$ cat src/rtl/cache_ctrl_if.sv
// Bundle of CPU, cache-array and main-memory signals around the cache controller.
// The controller takes the master view; the CPU/array/memory side takes the slave view.
interface cache_ctrl_if #(
    parameter int TAG_BITS = 22
);
    logic                cpu_req;
    logic                cpu_we;
    logic [31:0]         cpu_addr;
    logic [31:0]         cpu_din;
    logic [31:0]         cpu_dout;
    logic                cpu_ack;

    logic [31:0]         cache_addr;
    logic                cache_store;
    logic                cache_edit;
    logic                cache_invalid;
    logic [31:0]         cache_din;
    logic                cache_hit;
    logic [31:0]         cache_dout;
    logic                cache_valid;
    logic                cache_dirty;
    logic [TAG_BITS-1:0] cache_tag;

    logic                mem_cs;
    logic                mem_we;
    logic [31:0]         mem_addr;
    logic [31:0]         mem_din;
    logic [31:0]         mem_dout;
    logic                mem_ack;

    modport master (
        input  cpu_req, cpu_we, cpu_addr, cpu_din,
        output cpu_dout, cpu_ack,
        output cache_addr, cache_store, cache_edit, cache_invalid, cache_din,
        input  cache_hit, cache_dout, cache_valid, cache_dirty, cache_tag,
        output mem_cs, mem_we, mem_addr, mem_din,
        input  mem_dout, mem_ack
    );

    modport slave (
        output cpu_req, cpu_we, cpu_addr, cpu_din,
        input  cpu_dout, cpu_ack,
        input  cache_addr, cache_store, cache_edit, cache_invalid, cache_din,
        output cache_hit, cache_dout, cache_valid, cache_dirty, cache_tag,
        input  mem_cs, mem_we, mem_addr, mem_din,
        output mem_dout, mem_ack
    );
endinterface

$ cat src/rtl/cache_ctrl.sv
// Write-back, write-allocate controller for a direct-mapped line array that samples on negedge.
// Misses write back a dirty victim word by word, refill the line, then re-run the lookup.
module cache_ctrl #(
    parameter int TAG_BITS         = 22,
    parameter int LINE_WORDS       = 4,
    parameter int LINE_WORDS_WIDTH = 2
) (
    input  logic          clk,
    input  logic          rst,
    cache_ctrl_if.master  bus
);
    localparam int ADDR_BITS = 32;
    localparam int IDX_BITS  = ADDR_BITS - TAG_BITS - LINE_WORDS_WIDTH - 2;

    typedef enum logic [2:0] {IDLE, LOOKUP, COMPARE, WB_READ, WB_WRITE, AL_READ, AL_STORE} state_t;
    typedef logic [LINE_WORDS_WIDTH-1:0] wc_t;
    localparam wc_t WC_LAST = wc_t'(LINE_WORDS - 1);

    state_t                state_q;
    logic [ADDR_BITS-1:0]  addr_q;
    logic [31:0]           din_q;
    logic                  we_q;
    logic [TAG_BITS-1:0]   victim_tag_q;
    wc_t                   wc_q;

    logic [31:0]           cpu_dout_q;
    logic                  cpu_ack_q;
    logic [ADDR_BITS-1:0]  cache_addr_q;
    logic                  cache_store_q;
    logic                  cache_edit_q;
    logic [31:0]           cache_din_q;
    logic                  mem_cs_q;
    logic                  mem_we_q;
    logic [ADDR_BITS-1:0]  mem_addr_q;
    logic [31:0]           mem_din_q;

    logic [TAG_BITS-1:0]   req_tag;
    logic [IDX_BITS-1:0]   req_idx;
    wc_t                   wc_inc;

    assign req_tag = addr_q[ADDR_BITS-1 -: TAG_BITS];
    assign req_idx = addr_q[ADDR_BITS-TAG_BITS-1 -: IDX_BITS];
    assign wc_inc  = wc_q + wc_t'(1);

    function automatic logic [ADDR_BITS-1:0] line_word(input logic [TAG_BITS-1:0] tag,
                                                       input logic [IDX_BITS-1:0] idx,
                                                       input wc_t w);
        return {tag, idx, w, 2'b00};
    endfunction

    always_ff @(posedge clk) begin
        if (!rst) begin
            state_q       <= IDLE;
            addr_q        <= '0;
            din_q         <= '0;
            we_q          <= 1'b0;
            victim_tag_q  <= '0;
            wc_q          <= '0;
            cpu_dout_q    <= '0;
            cpu_ack_q     <= 1'b0;
            cache_addr_q  <= '0;
            cache_store_q <= 1'b0;
            cache_edit_q  <= 1'b0;
            cache_din_q   <= '0;
            mem_cs_q      <= 1'b0;
            mem_we_q      <= 1'b0;
            mem_addr_q    <= '0;
            mem_din_q     <= '0;
        end else begin
            case (state_q)
                IDLE: begin
                    cpu_ack_q <= 1'b0;
                    if (bus.cpu_req && !cpu_ack_q) begin
                        addr_q       <= bus.cpu_addr & 32'hFFFF_FFFC;
                        cache_addr_q <= bus.cpu_addr & 32'hFFFF_FFFC;
                        we_q         <= bus.cpu_we;
                        din_q        <= bus.cpu_din;
                        state_q      <= LOOKUP;
                    end
                end
                LOOKUP: begin
                    // Hit is already valid after the array's mid-cycle sample, so the
                    // edit strobe can be registered to land exactly in COMPARE.
                    cache_edit_q <= we_q & bus.cache_hit;
                    cache_din_q  <= din_q;
                    state_q      <= COMPARE;
                end
                COMPARE: begin
                    cache_edit_q <= 1'b0;
                    wc_q         <= '0;
                    if (bus.cache_hit) begin
                        if (!we_q) cpu_dout_q <= bus.cache_dout;
                        cpu_ack_q <= 1'b1;
                        state_q   <= IDLE;
                    end else if (bus.cache_valid && bus.cache_dirty) begin
                        victim_tag_q <= bus.cache_tag;
                        cache_addr_q <= line_word(bus.cache_tag, req_idx, '0);
                        state_q      <= WB_READ;
                    end else begin
                        mem_cs_q   <= 1'b1;
                        mem_we_q   <= 1'b0;
                        mem_addr_q <= line_word(req_tag, req_idx, '0);
                        state_q    <= AL_READ;
                    end
                end
                WB_READ: begin
                    mem_cs_q   <= 1'b1;
                    mem_we_q   <= 1'b1;
                    mem_addr_q <= cache_addr_q;
                    mem_din_q  <= bus.cache_dout;
                    state_q    <= WB_WRITE;
                end
                WB_WRITE: begin
                    if (bus.mem_ack) begin
                        wc_q <= wc_inc;
                        if (wc_q == WC_LAST) begin
                            mem_we_q   <= 1'b0;
                            mem_addr_q <= line_word(req_tag, req_idx, '0);
                            state_q    <= AL_READ;
                        end else begin
                            mem_cs_q     <= 1'b0;
                            mem_we_q     <= 1'b0;
                            cache_addr_q <= line_word(victim_tag_q, req_idx, wc_inc);
                            state_q      <= WB_READ;
                        end
                    end
                end
                AL_READ: begin
                    if (bus.mem_ack) begin
                        // cache_din doubles as the refill word buffer
                        cache_din_q   <= bus.mem_dout;
                        cache_store_q <= 1'b1;
                        cache_addr_q  <= line_word(req_tag, req_idx, wc_q);
                        mem_cs_q      <= 1'b0;
                        state_q       <= AL_STORE;
                    end
                end
                AL_STORE: begin
                    cache_store_q <= 1'b0;
                    wc_q          <= wc_inc;
                    if (wc_q == WC_LAST) begin
                        cache_addr_q <= addr_q;
                        state_q      <= LOOKUP;
                    end else begin
                        mem_cs_q   <= 1'b1;
                        mem_we_q   <= 1'b0;
                        mem_addr_q <= line_word(req_tag, req_idx, wc_inc);
                        state_q    <= AL_READ;
                    end
                end
                default: state_q <= IDLE;
            endcase
        end
    end

    assign bus.cpu_dout      = cpu_dout_q;
    assign bus.cpu_ack       = cpu_ack_q;
    assign bus.cache_addr    = cache_addr_q;
    assign bus.cache_store   = cache_store_q;
    assign bus.cache_edit    = cache_edit_q;
    assign bus.cache_invalid = 1'b0;
    assign bus.cache_din     = cache_din_q;
    assign bus.mem_cs        = mem_cs_q;
    assign bus.mem_we        = mem_we_q;
    assign bus.mem_addr      = mem_addr_q;
    assign bus.mem_din       = mem_din_q;
endmodule

$ cat src/flat_wrapper.sv
// flat-port wrapper written by rule: the top's interface ports become plain ports
module cache_ctrl_flat 
#(
    parameter int TAG_BITS         = 22,
    parameter int LINE_WORDS       = 4,
    parameter int LINE_WORDS_WIDTH = 2
)
  (clk, rst, bus_cpu_req, bus_cpu_we, bus_cpu_addr, bus_cpu_din, bus_cpu_dout, bus_cpu_ack, bus_cache_addr, bus_cache_store, bus_cache_edit, bus_cache_invalid, bus_cache_din, bus_cache_hit, bus_cache_dout, bus_cache_valid, bus_cache_dirty, bus_cache_tag, bus_mem_cs, bus_mem_we, bus_mem_addr, bus_mem_din, bus_mem_dout, bus_mem_ack);
  cache_ctrl_if #(.TAG_BITS(TAG_BITS)) bus_i ();
  input  logic clk;
  input  logic rst;
  input wire logic [$bits(bus_i.cpu_req)-1:0] bus_cpu_req;
  input wire logic [$bits(bus_i.cpu_we)-1:0] bus_cpu_we;
  input wire logic [$bits(bus_i.cpu_addr)-1:0] bus_cpu_addr;
  input wire logic [$bits(bus_i.cpu_din)-1:0] bus_cpu_din;
  output wire logic [$bits(bus_i.cpu_dout)-1:0] bus_cpu_dout;
  output wire logic [$bits(bus_i.cpu_ack)-1:0] bus_cpu_ack;
  output wire logic [$bits(bus_i.cache_addr)-1:0] bus_cache_addr;
  output wire logic [$bits(bus_i.cache_store)-1:0] bus_cache_store;
  output wire logic [$bits(bus_i.cache_edit)-1:0] bus_cache_edit;
  output wire logic [$bits(bus_i.cache_invalid)-1:0] bus_cache_invalid;
  output wire logic [$bits(bus_i.cache_din)-1:0] bus_cache_din;
  input wire logic [$bits(bus_i.cache_hit)-1:0] bus_cache_hit;
  input wire logic [$bits(bus_i.cache_dout)-1:0] bus_cache_dout;
  input wire logic [$bits(bus_i.cache_valid)-1:0] bus_cache_valid;
  input wire logic [$bits(bus_i.cache_dirty)-1:0] bus_cache_dirty;
  input wire logic [$bits(bus_i.cache_tag)-1:0] bus_cache_tag;
  output wire logic [$bits(bus_i.mem_cs)-1:0] bus_mem_cs;
  output wire logic [$bits(bus_i.mem_we)-1:0] bus_mem_we;
  output wire logic [$bits(bus_i.mem_addr)-1:0] bus_mem_addr;
  output wire logic [$bits(bus_i.mem_din)-1:0] bus_mem_din;
  input wire logic [$bits(bus_i.mem_dout)-1:0] bus_mem_dout;
  input wire logic [$bits(bus_i.mem_ack)-1:0] bus_mem_ack;
  assign bus_i.cpu_req = bus_cpu_req;
  assign bus_i.cpu_we = bus_cpu_we;
  assign bus_i.cpu_addr = bus_cpu_addr;
  assign bus_i.cpu_din = bus_cpu_din;
  assign bus_cpu_dout = bus_i.cpu_dout;
  assign bus_cpu_ack = bus_i.cpu_ack;
  assign bus_cache_addr = bus_i.cache_addr;
  assign bus_cache_store = bus_i.cache_store;
  assign bus_cache_edit = bus_i.cache_edit;
  assign bus_cache_invalid = bus_i.cache_invalid;
  assign bus_cache_din = bus_i.cache_din;
  assign bus_i.cache_hit = bus_cache_hit;
  assign bus_i.cache_dout = bus_cache_dout;
  assign bus_i.cache_valid = bus_cache_valid;
  assign bus_i.cache_dirty = bus_cache_dirty;
  assign bus_i.cache_tag = bus_cache_tag;
  assign bus_mem_cs = bus_i.mem_cs;
  assign bus_mem_we = bus_i.mem_we;
  assign bus_mem_addr = bus_i.mem_addr;
  assign bus_mem_din = bus_i.mem_din;
  assign bus_i.mem_dout = bus_mem_dout;
  assign bus_i.mem_ack = bus_mem_ack;
  cache_ctrl #(.TAG_BITS(TAG_BITS), .LINE_WORDS(LINE_WORDS), .LINE_WORDS_WIDTH(LINE_WORDS_WIDTH)) u_core (.clk(clk), .rst(rst), .bus(bus_i));
endmodule
$ cat config.mk
export PLATFORM = sky130hd
export DESIGN_NAME = cache_ctrl_flat
export DESIGN_NICKNAME = d
export VERILOG_FILES = /design/src/rtl/cache_ctrl_if.sv /design/src/rtl/cache_ctrl.sv /design/src/flat_wrapper.sv
export SDC_FILE = /design/constraint.sdc
export NUM_CORES = 1
export LEC_CHECK = 0
export CAP_MARGIN = 15
export CORE_MARGIN = 3
export CORE_UTILIZATION = 40
export DETAILED_ROUTE_END_ITERATION = 12
export PLACE_DENSITY = 0.69
export SYNTH_ARGS = -nofsm -noshare
export SYNTH_HDL_FRONTEND = slang
export SYNTH_SLANG_ARGS = --single-unit
$ cat constraint.sdc
create_clock -name clk -period 2.5 [get_ports clk]
set_clock_uncertainty 0.05 [all_clocks]
set_input_delay 0.5 -clock clk [delete_from_list [all_inputs] [get_ports clk]]
set_output_delay 0.5 -clock clk [all_outputs]
set_load 0.03 [all_outputs]
[Yosys cells after proc, flatten, opt, wreduce, memory -nomap -nowiden]
Index checks and enable logic that the tools add are counted.
Storage, ports and cells
  input port bits: 158
  output and inout port bits: 166
  register bits after elaboration: 255
Cells by class
  multiplexer cells: 41
  equality and inequality tests: 18
  bitwise gates (word level): 3
  reduce and logical (&&, ||, !) cells: 24
  add/sub/neg operators: 1
Operator list (number)
  32-bit 2-to-1 mux: 13
  32-bit one-hot mux with 5 select lines: 1
  32-bit one-hot mux with 4 select lines: 1
  32-bit one-hot mux with 2 select lines: 1
  3-bit 2-to-1 mux: 7
  3-bit one-hot mux with 7 select lines: 1
  2-bit != test, second input constant: 7
  1-bit 2-to-1 mux: 10
  2-bit AND reduction: 5
  5-bit nonzero test: 2
  3-bit equality test, second input constant: 3
  3-bit AND reduction: 3
  2-bit by 1-bit != test with 1-bit output, second input constant: 4
  8-bit AND reduction: 1
  2-bit nonzero test: 4
  7-bit AND reduction: 1
  3-bit by 2-bit equality test with 1-bit output, second input constant: 2
  1-bit one-hot mux with 2 select lines: 3
  2-bit one-hot mux with 3 select lines: 1
  6-bit AND reduction: 1
  1-bit one-hot mux with 5 select lines: 1
  5-bit AND reduction: 1
  1-bit one-hot mux with 4 select lines: 1
  4-bit nonzero test: 1
  10 further kinds: 12

[Depth between registers and ports, before layout]
Gate-level depths: netlist of run 1.
  word-level depth: 4
  mapped depth: 8
  gate-level depth less buffers: 5

[Worst setup path before layout of run 1]
OpenSTA, ideal clock, no wires.
  kind: register to register
  start point: reg u_core.state_q[2]
  end point: reg u_core.cpu_dout_q[10], in the netlist u_core.bus.cpu_dout[10]
  path slack: 0.678 ns
  arrival: 1.656 ns
  setup time: 0.116 ns
  buffers on the path: 4
  cell stages (with the launch flop): 9
  path through: dfxtp_1 -> buf_6 -> or3b_1 -> buf_2 -> or3b_1 -> buf_2 -> buf_6 -> nand2_1 -> a21boi_1
Between the ends
  longest elaborated chain between the ends: 2
Ends and longest elaborated chain
  from (decl): RTL line cache_ctrl.sv:19  | state_t state_q;
  from (signal assigned): RTL line cache_ctrl.sv:53  | state_q <= IDLE;
  from (signal assigned): RTL line cache_ctrl.sv:78  | state_q <= LOOKUP;
  from (signal assigned): RTL line cache_ctrl.sv:86  | state_q <= COMPARE;
  3-bit by 2-bit equality test with 1-bit output: RTL line cache_ctrl.sv:70  | case (state_q)
  3-bit AND reduction (no source line)
  to (signal assigned): RTL line cache_ctrl.sv:92  | if (!we_q) cpu_dout_q <= bus.cache_dout;
  to (decl): RTL line cache_ctrl.sv:26  | logic [31:0] cpu_dout_q;
Every way passes these cells.
A chain may end at the register's enable or synchronous reset.

[Worst setup path after layout of run 1]
  start point: reg u_core.mem_we_q, in the netlist u_core.bus.mem_we
  end point: out bus_mem_we
RTL lines
  from (decl): RTL line cache_ctrl.sv:33  | logic mem_we_q;
  from (signal assigned): RTL line cache_ctrl.sv:66  | mem_we_q <= 1'b0;
  from (signal assigned): RTL line cache_ctrl.sv:101  | mem_we_q <= 1'b0;
  from (signal assigned): RTL line cache_ctrl.sv:108  | mem_we_q <= 1'b1;
  to (decl): RTL line flat_wrapper.sv:29  | output wire logic [$bits(bus_i.mem_we)-1:0] bus_mem_we;
No word-level cell between the ends.

==> qor.yml, run 1 <==
status: "finished, final reports clean"
root_buffer: "clkbuf_16"
rows: 60
critical_path_buf_inv_count: 1
ant_nets: 0
hpwl_um: 23200
wl_met3_um: 2590
p_leak_nw: 6.12
maxCapViolCount: 0
gp_congestion: 0.802
insertion_delay_ns: 0.54
crit_fanout: 3
worstMarginPinSlew_ns: 0.608
max_stage_delay_ns: 0.77
maxSlewViolCount: 0
fp.dieW_um: 174
seq_area_frac_synth_pct: 44.4
ys_types: 51
grt_usage_pct: 22.0
syn_to_final_growth_pct: 39.7
r2r_setup_slack_ns: 0.39
crit_end: "bus_mem_we"
grt_max_degree: 83
setup.worst_path.start_class: "register"
h-tree-depth: 1
post-route-cell-area_sq_mm: 0.0158
post_cts_resized: 0
cts.clk_slew.worst_paths_ns: 0.06
synth-edff-count: 0
worstHoldStart: "u_core.bus.cpu_dout[24]"
ys_ff_latch: 251
via_per_inst: 5.14
routed_wl_um: 34700
yosys_warnings: 0
grt_overflow: 0
hp-class: "register to register"
p_per_area_mw_per_mm2: 674
required_ns: 1.95
rr_endpoint: "u_core.victim_tag_q[3]"
postCtsSetupBuffers: 0
drive_gt1_share_pct: 7.79
ir_worst_vdd_mv: 0.608
netlist_area_sq_mm: 0.0113
postSynthAreaPerCell_sq_um: 8.40
postLayoutCoreUtil_pct: 57.7
power.total_mw: 10.7
cp.depth: 1
seqPwrFrac_pct: 41.5
antenna_found_initial: 2
io_pins: 324
syn_inst: 1347
worst-setup-path-type: "register to output pin"
crit_path_start: "u_core.bus.mem_we"
numClockSinks: 251
grt_first_pass_wirelength_um: 55000
layout_commonest_cell: "nand2_1"
postSynth.asyncResetShare_pct: 0
fin_crit_ns: 2.23
cpLargestDelayFamily: "buffers and inverters"
finalCritPeriodShare_pct: 89.2
port_buffers: 316
dpl-instance-area_sq_mm: 0.0149
power.internal_mw: 7.72
finalSetupTns_ns: 0
dieArea_sq_mm: 0.0303
wl_per_cell_um: 17.3
wl_met1_um: 15000
drt-pass1-iter-count: 5
vias: 10300
rsz0062_at_grt: "no"
critical_path.cell_chain: "clkdlybuf4s50_1"
combPwrFrac_pct: 19.2
cts-buffers-inserted: 30
pwr-share-clk_pct: 39.3
r2r_cells: 5
most-common-layout-cells: "nand2_1, clkdlybuf4s50_1, dfxtp_1"
whs_ns: 0.400
fill_cells: 2458
route.top_layer_used: "met4"
fmaxAchievable_mhz: 448
setup_violations: 0
grt_pass1_vias: 10000
drc: 0
postCtsHoldBufs: 0
r2r_start: "u_core.state_q[1]"
die_h_um: 174
p_sw_share_pct: 27.5
cp.arrival_ns: 1.68
relSlewSlack_pct: 59.5
initialDrtViolationCount: 585
wl_met2_um: 16300
finalHoldViolCount: 0
crit_slowest_cell: "clkdlybuf4s50_1"
start_util_pct: 41.3
core_area_sq_mm: 0.0274
final_nets: 1774
synth_ff_type: "dfxtp_1"
cp-end-kind: "output pin"
tritoncts: "yes"
p_switching_mw: 2.93
cts_max_path_buffers: 3
-- synthesized netlist by cell type (2+ instances only) --
| library cell | number | area, sq um |
|---|---|---|
| nor2_1 | 9 | 33.8 |
| and3_1 | 6 | 37.5 |
| and2_1 | 2 | 12.5 |
| a21boi_0 | 111 | 833 |
| nand4b_1 | 21 | 184 |
| o21a_1 | 2 | 15.0 |
| mux2i_1 | 62 | 621 |
| nand2b_1 | 3 | 18.8 |
| buf_2 | 28 | 140 |
| clkbuf_1 | 76 | 285 |
| o22a_1 | 21 | 184 |
| nand3b_1 | 26 | 195 |
| or3_1 | 2 | 12.5 |
| a21boi_1 | 50 | 375 |
| nand2_1 | 436 | 1640 |
| nor3b_1 | 2 | 15.0 |
| dfxtp_1 | 251 | 5020 |
| or3b_1 | 2 | 17.5 |
| o211a_1 | 33 | 330 |
| nor2b_1 | 7 | 43.8 |
| a21oi_1 | 32 | 160 |
| o2111ai_1 | 2 | 17.5 |
| o22ai_1 | 3 | 18.8 |
| buf_1 | 7 | 26.3 |
| o31a_1 | 2 | 17.5 |
| nand3_1 | 67 | 335 |
| mux2_2 | 29 | 327 |
| buf_6 | 6 | 67.6 |
| buf_4 | 8 | 60.1 |
| inv_1 | 5 | 18.8 |
| o21ai_0 | 14 | 70.1 |
| a31oi_1 | 2 | 12.5 |
| or3b_2 | 2 | 17.5 |
-- final cells by class --
class | count | area [sq um] | area share (%)
Inverter | 5 | 18.8 | 0.119
Tap cell | 372 | 465 | 2.94
Timing Repair Buffer | 357 | 3590 | 22.7
Sequential cell | 251 | 5030 | 31.8
Multi-Input combinational cell | 970 | 5760 | 36.5
Clock inverter | 3 | 42.5 | 0.269
Clock buffer | 45 | 898 | 5.68
Antenna cell | 2 | 5.00 | 0.0317
-- logic make-up after synthesis --
| kind of cell | count (synthesis) | synth area share (%) |
|---|---|---|
| AO/OA/AOI/OAI | 281 | 18.6 |
| other | 1 | 0.0331 |
| AND/OR/NAND/NOR | 590 | 23.0 |
| flip-flops | 251 | 44.4 |
| buffers and inverters | 130 | 5.29 |
| multiplexers | 91 | 8.37 |
| adder cells (fa/ha/maj) | 1 | 0.111 |
| XOR/XNOR | 2 | 0.155 |
-- state kept, by name (all words and copies together), names as in the netlist --
name / count
u_core.addr_q: 30
u_core.bus.mem_we: 1
u_core.victim_tag_q: 22
u_core.bus.cache_din: 32
u_core.bus.mem_din: 32
u_core.state_q: 3
u_core.bus.cache_store: 1
u_core.we_q: 1
u_core.bus.cpu_dout: 32
u_core.bus.cache_edit: 1
u_core.bus.mem_cs: 1
u_core.bus.mem_addr: 30
u_core.din_q: 32
u_core.bus.cpu_ack: 1
u_core.wc_q: 2
u_core.bus.cache_addr: 30
-- through the flow --
| stage | setup WS [ns] | instances |
|---|---|---|
| 6_report | 0.270 | 2005 |
| 3_5_place_dp | 0.161 | 1955 |
| 3_3_place_gp | 0.196 | 1955 |
| 2_1_floorplan | 0.678 | 1351 |
| 4_1_cts | 0.226 | 2003 |
| 5_1_grt | 0.191 | 2005 |
-- power groups by stage --
stage | clock [mW] | combinational [mW] | sequential (mW)
after global placement | 0 | 2.04 | 4.49
after global routing | 4.44 | 2.20 | 4.45
final | 4.19 | 2.05 | 4.42
after detailed placement | 0 | 2.05 | 4.50
after floorplan | 0 | 0.873 | 4.77
after CTS | 4.30 | 2.06 | 4.42
-- worst min-delay path by stage --
| stage | to | slack [ns] | cells after the start |
|---|---|---|---|
| floorplan | u_core.victim_tag_q[10] | 0.39 | 2 |
| global placement | u_core.bus.cpu_dout[19] | 0.39 | 2 |
| detailed placement | u_core.bus.cpu_dout[11] | 0.39 | 2 |
| CTS | u_core.bus.cpu_dout[24] | 0.40 | 2 |
| global route | u_core.bus.cpu_dout[7] | 0.42 | 2 |
| finish | u_core.bus.cpu_dout[24] | 0.40 | 2 |
-- per-layer routing --
metal | vias up | track usage [%]
met2 | 315 | 36.6
met1 | 4845 | 28.1
met4 | 0 | 5.73
li1 | 5097 | -
met3 | 46 | 6.09
met5 | - | 0
(Power assumes the default switching activity.)
==> inputs of run 2 (changes only) <==
--- a/config.mk
+++ b/config.mk
@@ -7,9 +7,10 @@
 export LEC_CHECK = 0
 export CAP_MARGIN = 15
 export CORE_MARGIN = 3
-export CORE_UTILIZATION = 40
+export CORE_UTILIZATION = 48
 export DETAILED_ROUTE_END_ITERATION = 12
-export PLACE_DENSITY = 0.69
+export GPL_TIMING_DRIVEN = 0
+export PLACE_DENSITY = 0.81
 export SYNTH_ARGS = -nofsm -noshare
 export SYNTH_HDL_FRONTEND = slang
 export SYNTH_SLANG_ARGS = --single-unit
==> run 2 against run 1 <==
  * Fmax decreased by 3.0%
  * Core utilization increased by 11 points
  * Combinational power barely moved
  * Critical endpoint is now u_core.bus.mem_addr[11]
  * Critical path depth up 5
  * Flip-flop and latch count is the same
==> qor.yml, run 2 (synthesis gave the netlist of run 1 again) <==
status: "finished, final reports clean"
start_util_pct: 49.4  # +8.1 points
holdPathStages: 3  # +1
fp.dieW_um: 160  # -8.4%
numClockSinks: 251  # unchanged
ant_nets: 0  # unchanged
multiInputGateArea_sq_mm: 0.00571  # -0.98%
required_ns: 2.86  # +0.91 ns
cts_max_path_buffers: 3  # unchanged
initialDrtViolationCount: 578  # -1.2%
postCtsSetupBuffers: 0  # unchanged
r2r_cells: 6  # +1
wl_per_cell_um: 18.4  # +6.3%
place_inst: 1978  # +1.2%
rsz0062_at_grt: "no"
root_buffer: "clkbuf_16"
worst-setup-path-type: "register to register"
relSlewSlack_pct: 51.1  # -8.3 points
grt_overflow: 0  # unchanged
tritoncts: "yes"
h-tree-depth: 1  # unchanged
drt-pass1-iter-count: 7  # +2
finalHoldViolCount: 0  # unchanged
grt_usage_pct: 27.9  # +5.9 points
syn_to_final_growth_pct: 39.0
maxCapViolCount: 0  # unchanged
cts-buffers-inserted: 27  # -10%
finalCritPeriodShare_pct: 92.0  # +2.8 points
routed_wl_um: 37300  # +7.3%
insertion_delay_ns: 0.53  # about the same
r2r_setup_slack_ns: 0.20  # -0.19 ns
die_h_um: 160  # -8.4%
ir_worst_vdd_mv: 0.435  # -28%
cts.clk_slew.worst_paths_ns: 0.06  # about the same
most-common-layout-cells: "nand2_1, clkdlybuf4s50_1, dfxtp_1"
setup_violations: 0  # unchanged
rows: 55  # -8.3%
fill_cells: 1911  # -22%
r2r_start: "u_core.state_q[1]"
post_cts_resized: 0  # unchanged
vias: 11100  # +7.6%
p_per_area_mw_per_mm2: 661  # -1.9%
dieArea_sq_mm: 0.0254  # -16%
cp.arrival_ns: 2.66  # +0.98 ns
port_buffers: 314  # -0.63%
final_cells: 2025  # +1.0%
fmaxAchievable_mhz: 435  # -3.0%
worstHoldStart: "bus_cache_hit"
maxSlewViolCount: 0  # unchanged
grt_max_degree: 13  # -84%
fin_crit_ns: 2.30  # +0.0689 ns
antenna_found_initial: 1  # -1
crit_fanout: 10  # +7
hpwl_um: 27500  # +18%
drc: 0  # unchanged
worstMarginPinSlew_ns: 0.733  # +0.125 ns
postCtsHoldBufs: 0  # unchanged
core_area_sq_mm: 0.0229  # -16%
dp_slack_ns: -0.258  # -0.419 ns
p_leak_nw: 6.12  # about the same
final_nets: 1853  # +4.5%
rr_endpoint: "u_core.bus.mem_addr[11]"
setup_slack_ns: 0.201  # -0.0689 ns
cp-end-kind: "register"
seq_area_sq_mm: 0.00502  # about the same
layout_commonest_cell: "nand2_1"
setup.worst_path.start_class: "register"
drive_gt1_share_pct: 6.78  # -1.0 points
gp_congestion: 0.906  # +13%
grt_first_pass_wirelength_um: 58500  # +6.3%
hold_end: "u_core.bus.cpu_ack"
grt_pass1_vias: 10800  # +7.9%
hp-class: "input pin to register"
via_per_inst: 5.47  # +6.5%
io_pins: 324  # unchanged
-- run 2: changes by cell type in the layout (fill, tap and decap cells not counted), moves of 2 or more --
cell       previous run  this run
buf_2                 0        28
buf_4                32         8
buf_12                9         0
clkinv_2              1         4
buf_1                 0         7
buf_6                 0         6
dfxtp_1             249       251
dfxtp_2               2         0
clkbuf_16            31        27
clkbuf_1              7        81
-- run 2: how the worst max path moves through the flow --
stage | slack, ns | endpoint | from | depth (start not counted)
after floorplan | 0.68 | u_core.bus.cpu_dout[10] | u_core.state_q[2] | 8
after global placement | -0.25 | u_core.bus.cache_din[0] | bus_mem_ack | 6
after detailed placement | -0.26 | u_core.bus.cache_din[0] | bus_mem_ack | 6
after CTS | 0.22 | u_core.bus.mem_din[24] | u_core.state_q[1] | 6
after global routing | 0.004 | u_core.bus.mem_din[6] | u_core.state_q[1] | 6
final | 0.20 | u_core.bus.mem_addr[11] | u_core.state_q[1] | 6
-- run 2: worst max-delay path, cell delays in order (launching register included) --
cell and delay, ns:
dfxtp_1 0.37, buf_2 0.22, nand2_1 0.24, nor2_1 0.60, a31oi_1 0.26, buf_4 0.29, mux2i_1 0.14
-- run 2: per-layer routing --
metal | up-vias | wire, um | track usage (%)
met5 | - | 0 | 0
met4 | 0 | 1330 | 10.1
met3 | 88 | 3020 | 5.98
met2 | 446 | 17700 | 47.4
met1 | 5277 | 15200 | 35.0
li1 | 5274 | - | -
-- run 2: through the flow --
stage | power, mW | util, % | area (sq um) | TNS [ns] | hold WS [ns]
2_1_floorplan | 5.64 | - | 11300 | 0 | 0.385
3_3_place_gp | 6.53 | 64.9 | 14900 | -6.22 | 0.391
3_5_place_dp | 6.56 | 64.9 | 14900 | -7.27 | 0.394
4_1_cts | 10.4 | 68.6 | 15700 | 0 | 0.385
5_1_grt | 10.8 | 68.6 | 15700 | 0 | 0.421
6_report | 10.4 | 68.6 | 15700 | 0 | 0.399
-- run 2: final cells by class --
cell class / count / share of cell area, %
well taps: 313 / 2.49
clock buffers: 40 / 5.12
flip-flops and latches: 251 / 32.0
repair buffers: 314 / 20.0
diodes: 2 / 0.0318
plain buffers: 125 / 3.68
clock inverters: 5 / 0.318
multi-input cells: 970 / 36.3
inverters: 5 / 0.119
-- run 2: power by group --
part	internal, mW	switching, mW
clock network	2.30	1.60
registers	4.25	0.167
logic	0.908	1.17
total	7.46	2.94
